`config.mk`:
```
export PLATFORM = sky130hd
export DESIGN_NAME = pattern_gen
export DESIGN_NICKNAME = d
export VERILOG_FILES = /design/src/rtl/pattern_gen.sv
export SDC_FILE = /design/constraint.sdc
export NUM_CORES = 1
export LEC_CHECK = 0
export BUFFER_PORTS_ARGS = -buffer_cell sky130_fd_sc_hd__buf_2
export CELL_PAD_IN_SITES_DETAIL_PLACEMENT = 0
export CELL_PAD_IN_SITES_GLOBAL_PLACEMENT = 1
export CORE_AREA = 2 2 60 84
export CTS_CLUSTER_DIAMETER = 30
export DETAILED_ROUTE_END_ITERATION = 16
export DIE_AREA = 0 0 62 86
export PLACE_DENSITY_LB_ADDON = 0.1
export SLEW_MARGIN = 10
export SYNTH_ARGS = -nofsm -noshare
export SYNTH_HDL_FRONTEND = slang
export SYNTH_SLANG_ARGS = --single-unit
```
`constraint.sdc`:
```
create_clock -name clk -period 1.8 [get_ports clk]
set_input_delay 0.36 -clock clk [delete_from_list [all_inputs] [get_ports clk]]
set_output_delay 0.36 -clock clk [all_outputs]
set_load 0.02 [all_outputs]
```
`src/rtl/pattern_gen.sv`:
```
// -----------------------------------------------------------------------------
// pattern_gen
//   Serial stimulus source. It captures a LEN-bit pattern and a repeat count,
//   then replays the pattern MSB first onto `a`, one bit per clock. The
//   pattern plays repeat_n+1 times back to back with no gap cycles. A one-cycle
//   `done` pulse follows the final bit. All outputs are registered.
//
//   States: IDLE -> SHIFT -> DONE -> IDLE.
//
// Parameters
//   LEN       pattern length in bits (>= 2)
//   CNT_W     width of the repeat count
//
// Ports
//   clk       in   rising-edge clock
//   reset     in   asynchronous, active-high reset
//   start     in   request playback; sampled only in IDLE
//   hold      in   (PATTERN_GEN_HOLD_EN only) stall playback while high
//   pattern   in   bits to play; captured on the accepting edge
//   repeat_n  in   extra repetitions; captured on the accepting edge
//   a         out  serial output bit; 0 whenever valid=0
//   valid     out  a carries a pattern bit this cycle
//   busy      out  high in SHIFT and DONE
//   done      out  one-cycle pulse after the final bit
//
// Configuration
//   PATTERN_GEN_HOLD_EN  adds the `hold` input. While hold=1 in SHIFT, the
//                        shift register and counters freeze and valid=0. When
//                        hold drops, the frozen bit is emitted with valid=1.
//                        If the macro is undefined, there is no hold port.
// -----------------------------------------------------------------------------
module pattern_gen #(
    parameter int LEN   = 8,
    parameter int CNT_W = 4
) (
    input  logic             clk,
    input  logic             reset,
    input  logic             start,
`ifdef PATTERN_GEN_HOLD_EN
    input  logic             hold,
`endif
    input  logic [LEN-1:0]   pattern,
    input  logic [CNT_W-1:0] repeat_n,
    output logic             a,
    output logic             valid,
    output logic             busy,
    output logic             done
);

    localparam int               BIT_W    = $clog2(LEN);
    localparam logic [BIT_W-1:0] LAST_BIT = BIT_W'(LEN - 1);

    typedef enum logic [1:0] {
        S_IDLE,
        S_SHIFT,
        S_DONE
    } state_t;

    state_t             r_state,   w_state_nxt;
    logic [LEN-1:0]     r_pat,     w_pat_nxt;      // captured pattern, used for reloads
    logic [LEN-1:0]     r_shift,   w_shift_nxt;    // bits not yet emitted, next bit at MSB
    logic [BIT_W-1:0]   r_bit_cnt, w_bit_cnt_nxt;  // bits still to emit in this pass
    logic [CNT_W-1:0]   r_rep_cnt, w_rep_cnt_nxt;  // passes still to start after this one
    logic               r_a,       w_a_nxt;
    logic               r_valid,   w_valid_nxt;
    logic               r_busy,    w_busy_nxt;
    logic               r_done,    w_done_nxt;
    logic               w_hold;

`ifdef PATTERN_GEN_HOLD_EN
    assign w_hold = hold;
`else
    assign w_hold = 1'b0;
`endif

    // The output flops hold the bit currently on the line. r_shift already
    // holds the following bit at its MSB. Therefore, a stall only has to skip
    // the advance. The frozen bit then comes out when hold drops.
    always_comb begin
        // NOTE: every signal gets a default before the case, so no path
        // leaves a signal unassigned and no latch is inferred.
        w_state_nxt   = r_state;
        w_pat_nxt     = r_pat;
        w_shift_nxt   = r_shift;
        w_bit_cnt_nxt = r_bit_cnt;
        w_rep_cnt_nxt = r_rep_cnt;
        w_a_nxt       = 1'b0;
        w_valid_nxt   = 1'b0;
        w_busy_nxt    = 1'b0;
        w_done_nxt    = 1'b0;

        case (r_state)
            S_IDLE: begin
                if (start) begin
                    w_state_nxt   = S_SHIFT;
                    w_pat_nxt     = pattern;
                    w_shift_nxt   = {pattern[LEN-2:0], 1'b0};
                    w_bit_cnt_nxt = LAST_BIT;
                    w_rep_cnt_nxt = repeat_n;
                    w_a_nxt       = pattern[LEN-1];
                    w_valid_nxt   = 1'b1;
                    w_busy_nxt    = 1'b1;
                end
            end

            S_SHIFT: begin
                w_busy_nxt = 1'b1;
                if (!w_hold) begin
                    if (r_bit_cnt != '0) begin
                        w_a_nxt       = r_shift[LEN-1];
                        w_valid_nxt   = 1'b1;
                        w_shift_nxt   = {r_shift[LEN-2:0], 1'b0};
                        w_bit_cnt_nxt = r_bit_cnt - BIT_W'(1);
                    end else if (r_rep_cnt != '0) begin
                        // Start the next pass on the very next cycle, with no gap.
                        w_a_nxt       = r_pat[LEN-1];
                        w_valid_nxt   = 1'b1;
                        w_shift_nxt   = {r_pat[LEN-2:0], 1'b0};
                        w_bit_cnt_nxt = LAST_BIT;
                        w_rep_cnt_nxt = r_rep_cnt - CNT_W'(1);
                    end else begin
                        w_state_nxt = S_DONE;
                        w_done_nxt  = 1'b1;
                    end
                end
            end

            S_DONE: begin
                w_state_nxt = S_IDLE;
            end

            default: begin
                w_state_nxt = S_IDLE;
            end
        endcase
    end

    // NOTE: state flops use non-blocking assignments, so every register
    // samples the pre-edge values regardless of statement order.
    always_ff @(posedge clk or posedge reset) begin
        if (reset) begin
            r_state   <= S_IDLE;
            r_pat     <= '0;
            r_shift   <= '0;
            r_bit_cnt <= '0;
            r_rep_cnt <= '0;
            r_a       <= 1'b0;
            r_valid   <= 1'b0;
            r_busy    <= 1'b0;
            r_done    <= 1'b0;
        end else begin
            r_state   <= w_state_nxt;
            r_pat     <= w_pat_nxt;
            r_shift   <= w_shift_nxt;
            r_bit_cnt <= w_bit_cnt_nxt;
            r_rep_cnt <= w_rep_cnt_nxt;
            r_a       <= w_a_nxt;
            r_valid   <= w_valid_nxt;
            r_busy    <= w_busy_nxt;
            r_done    <= w_done_nxt;
        end
    end

    assign a     = r_a;
    assign valid = r_valid;
    assign busy  = r_busy;
    assign done  = r_done;

endmodule

```
# --- Word level (Yosys, flattened, before mapping) ---
# Cells that the tools add are included.
word_totals:
  register_bits: 29
  input_bits: 15
  elab_cells: 53
classes:
  muxes: 28
  reduce_logical: 8
  eq_ne: 6
  addsub: 2
ops:
  columns: ["op", "count"]
  rows:
  - ["two-way mux 8 bit", 3]
  - ["case mux 8 bit (2 select lines)", 1]
  - ["two-way mux 4 bit", 3]
  - ["two-way mux 1 bit", 9]
  - ["two-way mux 3 bit", 3]
  - ["inequality test 2 bit (second input constant)", 4]
  - ["case mux 4 bit (2 select lines)", 1]
  - ["two-way mux 2 bit", 3]
  - ["case mux 1 bit (2 select lines)", 3]
  - ["case mux 3 bit (2 select lines)", 1]
  - ["AND reduction 3 bit", 2]
  - ["case mux 2 bit (2 select lines)", 1]
  - ["AND reduction 4 bit", 1]
  - ["nonzero test 4 bit", 1]
  - ["subtractor 4 x 1 -> 4 bit (second input constant)", 1]
  - ["inequality test 3 bit (second input constant)", 1]
  - ["nonzero test 3 bit", 1]
  - ["subtractor 3 x 1 -> 3 bit (second input constant)", 1]
  - ["equality test 2 x 1 -> 1 bit (second input constant)", 1]
  - ["zero test 2 bit", 1]
  - ["AND reduction 2 bit", 1]
  - ["nonzero test 2 bit", 1]

# --- Logic depth before layout (Yosys ltp) ---
logic_depth:
  word_depth: 4
  mapped_depth: 7
  ltp_nobuf: 6

# --- Least setup slack after synthesis ---
# No wires, ideal clock.
synth_path:
  path_type: "register to register"
  from: "register r_rep_cnt[0]"
  to: "register r_shift[2]"
  path_buffers: 1
  setup_time_ps: 82
  slack_ps: 229
  arrival_ps: 1489
  period_less_slack_ps: 1571
  stages_incl_launch_ff: 8
  path_cell_list: "dfrtp_1 inv_1 ha_1 nor3b_4 a21oi_2 or2_1 buf_2 a31oi_1"
synth_via:
  elab_chain_cells: 3
synth_rtl:
  columns: ["element", "line_no", "text"]
  rows:
  - ["from (decl)", "63", "logic [CNT_W-1:0] r_rep_cnt, w_rep_cnt_nxt;"]
  - ["from (signal assigned)", "156", "r_rep_cnt <= w_rep_cnt_nxt;"]
  - ["nonzero test 4 bit", "114", "end else if (r_rep_cnt != '0) begin"]
  - ["inequality test 3 bit (no source line)", null, null]
  - ["AND reduction 3 bit (no source line)", null, null]
  - ["to (signal assigned)", "154", "r_shift <= w_shift_nxt;"]
  - ["to (decl)", "61", "logic [LEN-1:0] r_shift, w_shift_nxt;"]
# No other way between the ends.
# A chain may end at the register's enable or synchronous reset.

# --- Final worst setup path ---
layout_path:
  from: "register r_rep_cnt[0]"
  to: "register r_rep_cnt[3]"
layout_via:
  elab_chain_cells: 4
  word_cells_on_any_way: 7
layout_rtl:
  columns: ["element", "line_no", "text"]
  rows:
  - ["subtractor 4 x 1 -> 4 bit", "120", "w_rep_cnt_nxt = r_rep_cnt - CNT_W'(1);"]
  - ["two-way mux 4 bit", "114", null]
  - ["two-way mux 4 bit", "109", "if (r_bit_cnt != '0) begin"]
  - ["case mux 4 bit (2 select lines)", "92", "case (r_state)"]
# Several ways; a longest one is shown, not always the timed one. The select of a mux whose other input is x is not followed.

==> summary.txt <==
Run status
  • Outcome: completed

STA
  • Setup Skew: roughly 0.0068 ns
  • Final period utilization: 91.9%
  • # setup viols final: 0
  • Fmax: approximately 0.6 GHz
  • Final Max Slew Viols: 0
  • Period minus WS final: around 1.7 ns
  • Max_slew headroom: between 70% and 80%
  • Worst Max-Slew Pin Slew: 0.371 ns
  • Final Hold Fails: 0
  • Unrepaired setup endpoints after global routing: false
  • Setup TNS: 0 ns

Floorplanning
  • Die Span Y: around 86 um
  • Row cnt: 29
  • Core area: approximately 0.0045 mm^2
  • Starting Density: 29.2%
  • Die X: 62 um
  • DIE AREA: around 0.0053 mm^2
  • I/O pins: 19

CTS
  • Clock latency on the worst-skew pair: 0.28 ns
  • CTS H-tree lvls: 1
  • CTS Buf Count: 3
  • Clock net sink count: 28
  • Hold_buf cts: 0
  • Worst-path clk slew: roughly 0.10 ns
  • Root Buffer: clkbuf_8
  • Max clock buf depth: 2
  • TritonCTS clock tree: built

Detailed routing
  • Detailed Route WL: ~2900 um
  • 1st-iter DRT viols: 12
  • Post-route antenna net violation count: 0
  • DRC Markers: 0
  • Vias per std cell: about 4.7
  • Routed vias: roughly 1000
  • Post-DR wirelength/cell: approximately 13 um
  • 1st-pass router iterations: 4

Worst setup path
  • Critical path type: flip-flop to flip-flop
  • CP arrival: 1.83 ns
  • Critical path's top delay family: compound AO/OA/AOI/OAI gates
  • CP Data Required Time: roughly 2 ns
  • Bufs and invs on worst path: 1
  • Largest fanout on the critical path: 4
  • CP max stage delay: 0.39 ns
  • Worst path slowest cell: dfrtp_1
  • Critical Path End Type: flip-flop
  • CP Launch Type: flip-flop
  • Reg2reg setup slack: roughly 0.15 ns
  • Crit path cell chain: inv_1 > ha_1 > nor3b_4 > nor2_1 > a32o_1 > a22o_1

Placed design
  • Final HPWL DP: between 2000 and 2500 um
  • Area after DPL: about 0.0016 mm^2
  • Routability cong.: 0.734
  • Placed Cells: between 200 and 250
  • # port buffers: 18

Logic synthesis
  • Distinct cells, synth: 31
  • Synthesized flop and latch total: 28
  • Post-Syn Area: roughly 0.0013 mm^2
  • Syn_area_per_cell: ~11 um^2
  • Post-Synthesis Cells: 125
  • Sequential area share after synthesis: between 50 and 60%
  • Synth Warn #: 0
  • Synthesized Nets: approximately 140

Final layout
  • Fillers: around 500
  • Layout area overhead: 23.1%
  • Final Instance Area: around 0.0016 mm^2
  • Share of cells above drive strength 1: between 20% and 30%
  • Finished Layout Cells: 216
  • # nets final: roughly 170
  • Ant diodes: 0
  • Final core utilization: around 36%

Power
  • Peak supply drop: between 0.5 and 0.6 mV
  • Pwr dens: between 1500 and 2000 mW/mm^2
  • LEAKAGE: 0.725 nW

GRT
  • Total grt overflow: 0
  • Largest net degree at the start of global routing: 29
  • Initial antenna violation count: 0
  • First-pass GRT wire length: 5020 um
  • Gr usage total: about 13%
  • Vias in the first global route: 1084

Min path
  • Hold Path Class: primary input to async pin

Job
  • Maxcap violations: 0
-- tightest hold or removal path: stages --
cell and delay (ns):
buf_2 0.09, inv_1 0.04, buf_4 0.33
-- kinds of logic (layout without fill, tap and decap cells) --
group	after synthesis	in the layout	synth area share (%)
compound gates	33	33	16.6
fa+ha+maj	3	3	2.83
buf+inv	13	42	4.15
flops	28	28	52.9
mux	9	9	7.55
simple gates	39	39	16.0
-- metal layers --
layer  vias up  GRT usage, %  routed length, um
li1        513             -                  -
met2        12          21.8               1580
met4         0          5.22                 51
met5         -             0                  0
met3         5          1.81                 56
met1       494          14.9               1220
-- what timing repair did --
item | CTS | global route
setup endpoints to repair | 0 | 2
resized for setup | 0 | 1
setup buffers | 0 | 1
-- area by class of cell --
cell class / instances / area, um^2 / share of cell area (%)
Multi-Input combinational cell: 84 / 572 / 35.0
Clock buffer: 4 / 55.1 / 3.37
Tap cell: 62 / 77.6 / 4.75
Inverter: 7 / 26.3 / 1.61
Sequential cell: 28 / 701 / 42.9
Timing Repair Buffer: 31 / 200 / 12.3
-- synth_stat cells --
master	number	area (um^2)
o22ai_1	2	12.5
mux2i_1	1	10.0
o21ai_0	1	5.00
and3_1	2	12.5
a221oi_1	3	26.3
or2_1	2	12.5
a32o_1	1	10.0
a22oi_1	6	45.0
o32a_1	1	10.0
nor3_1	12	60.1
nor3b_4	1	18.8
a31oi_1	5	31.3
o21ai_1	4	20.0
nand2b_1	2	12.5
clkbuf_1	1	3.75
a21oi_2	1	8.76
nor2_1	8	30.0
inv_1	7	26.3
nand3b_1	1	7.51
nand2_1	7	26.3
mux2_1	6	67.6
a21o_1	1	7.51
mux2_2	2	22.5
nor4b_1	2	17.5
ha_1	3	37.5
and2b_1	1	7.51
a22o_1	1	8.76
dfrtp_1	28	701
buf_2	5	25.0
a21oi_1	7	35.0
nor2b_1	1	6.26
-- state kept, by name (all words and copies together) (netlist names) --
name	flops
busy	1
r_shift	7
r_rep_cnt	4
a	1
r_bit_cnt	3
done	1
valid	1
r_state	2
r_pat	8
-- final timing paths --
path / end / cells past startpoint / startpoint
setup / recovery: r_rep_cnt[3]$_DFFE_PP0P_ / 6 / r_rep_cnt[0]$_DFFE_PP0P_
hold / removal: r_shift[4]$_DFFE_PP0P_ / 3 / reset
setup reg to reg: r_rep_cnt[3]$_DFFE_PP0P_ / 6 / r_rep_cnt[0]$_DFFE_PP0P_
hold reg to reg: r_pat[7]$_DFFE_PP0N_ / 1 / r_pat[7]$_DFFE_PP0N_
max in group asynchronous: r_shift[6]$_DFFE_PP0P_ / 3 / reset
min in group clk: busy$_DFF_PP0_ / 3 / start
-- where the power goes --
group          switching (mW)  internal [mW]  leakage, nW
clock network           0.205          0.196       0.0288
registers               0.180          0.926        0.332
logic                   0.711          0.694        0.365
-- metrics by stage --
step	power (mW)	worst slack, ns	hold slack (ns)
after floorplan	2.07	0.229	0.425
after global placement	2.51	0.116	0.452
after detailed placement	2.52	0.120	0.455
after CTS	2.94	0.0949	0.140
after global routing	3.18	0.0429	0.157
final	2.91	0.146	0.123
-- layout by cell type, fill, tap and decap left out, types with 2 or more instances in the layout --
cell type,instances
mux2_1,6
dfrtp_1,28
nand2_1,7
buf_4,12
a22oi_1,6
nor4b_1,2
nor2_1,8
buf_2,18
clkbuf_8,4
a221oi_1,3
inv_1,7
o22ai_1,2
o21ai_1,4
ha_1,3
a21oi_1,7
and3_1,2
nand2b_1,2
nor3_1,12
a31oi_1,5
mux2_2,2
No activity file was read; power rests on OpenSTA's default activity.
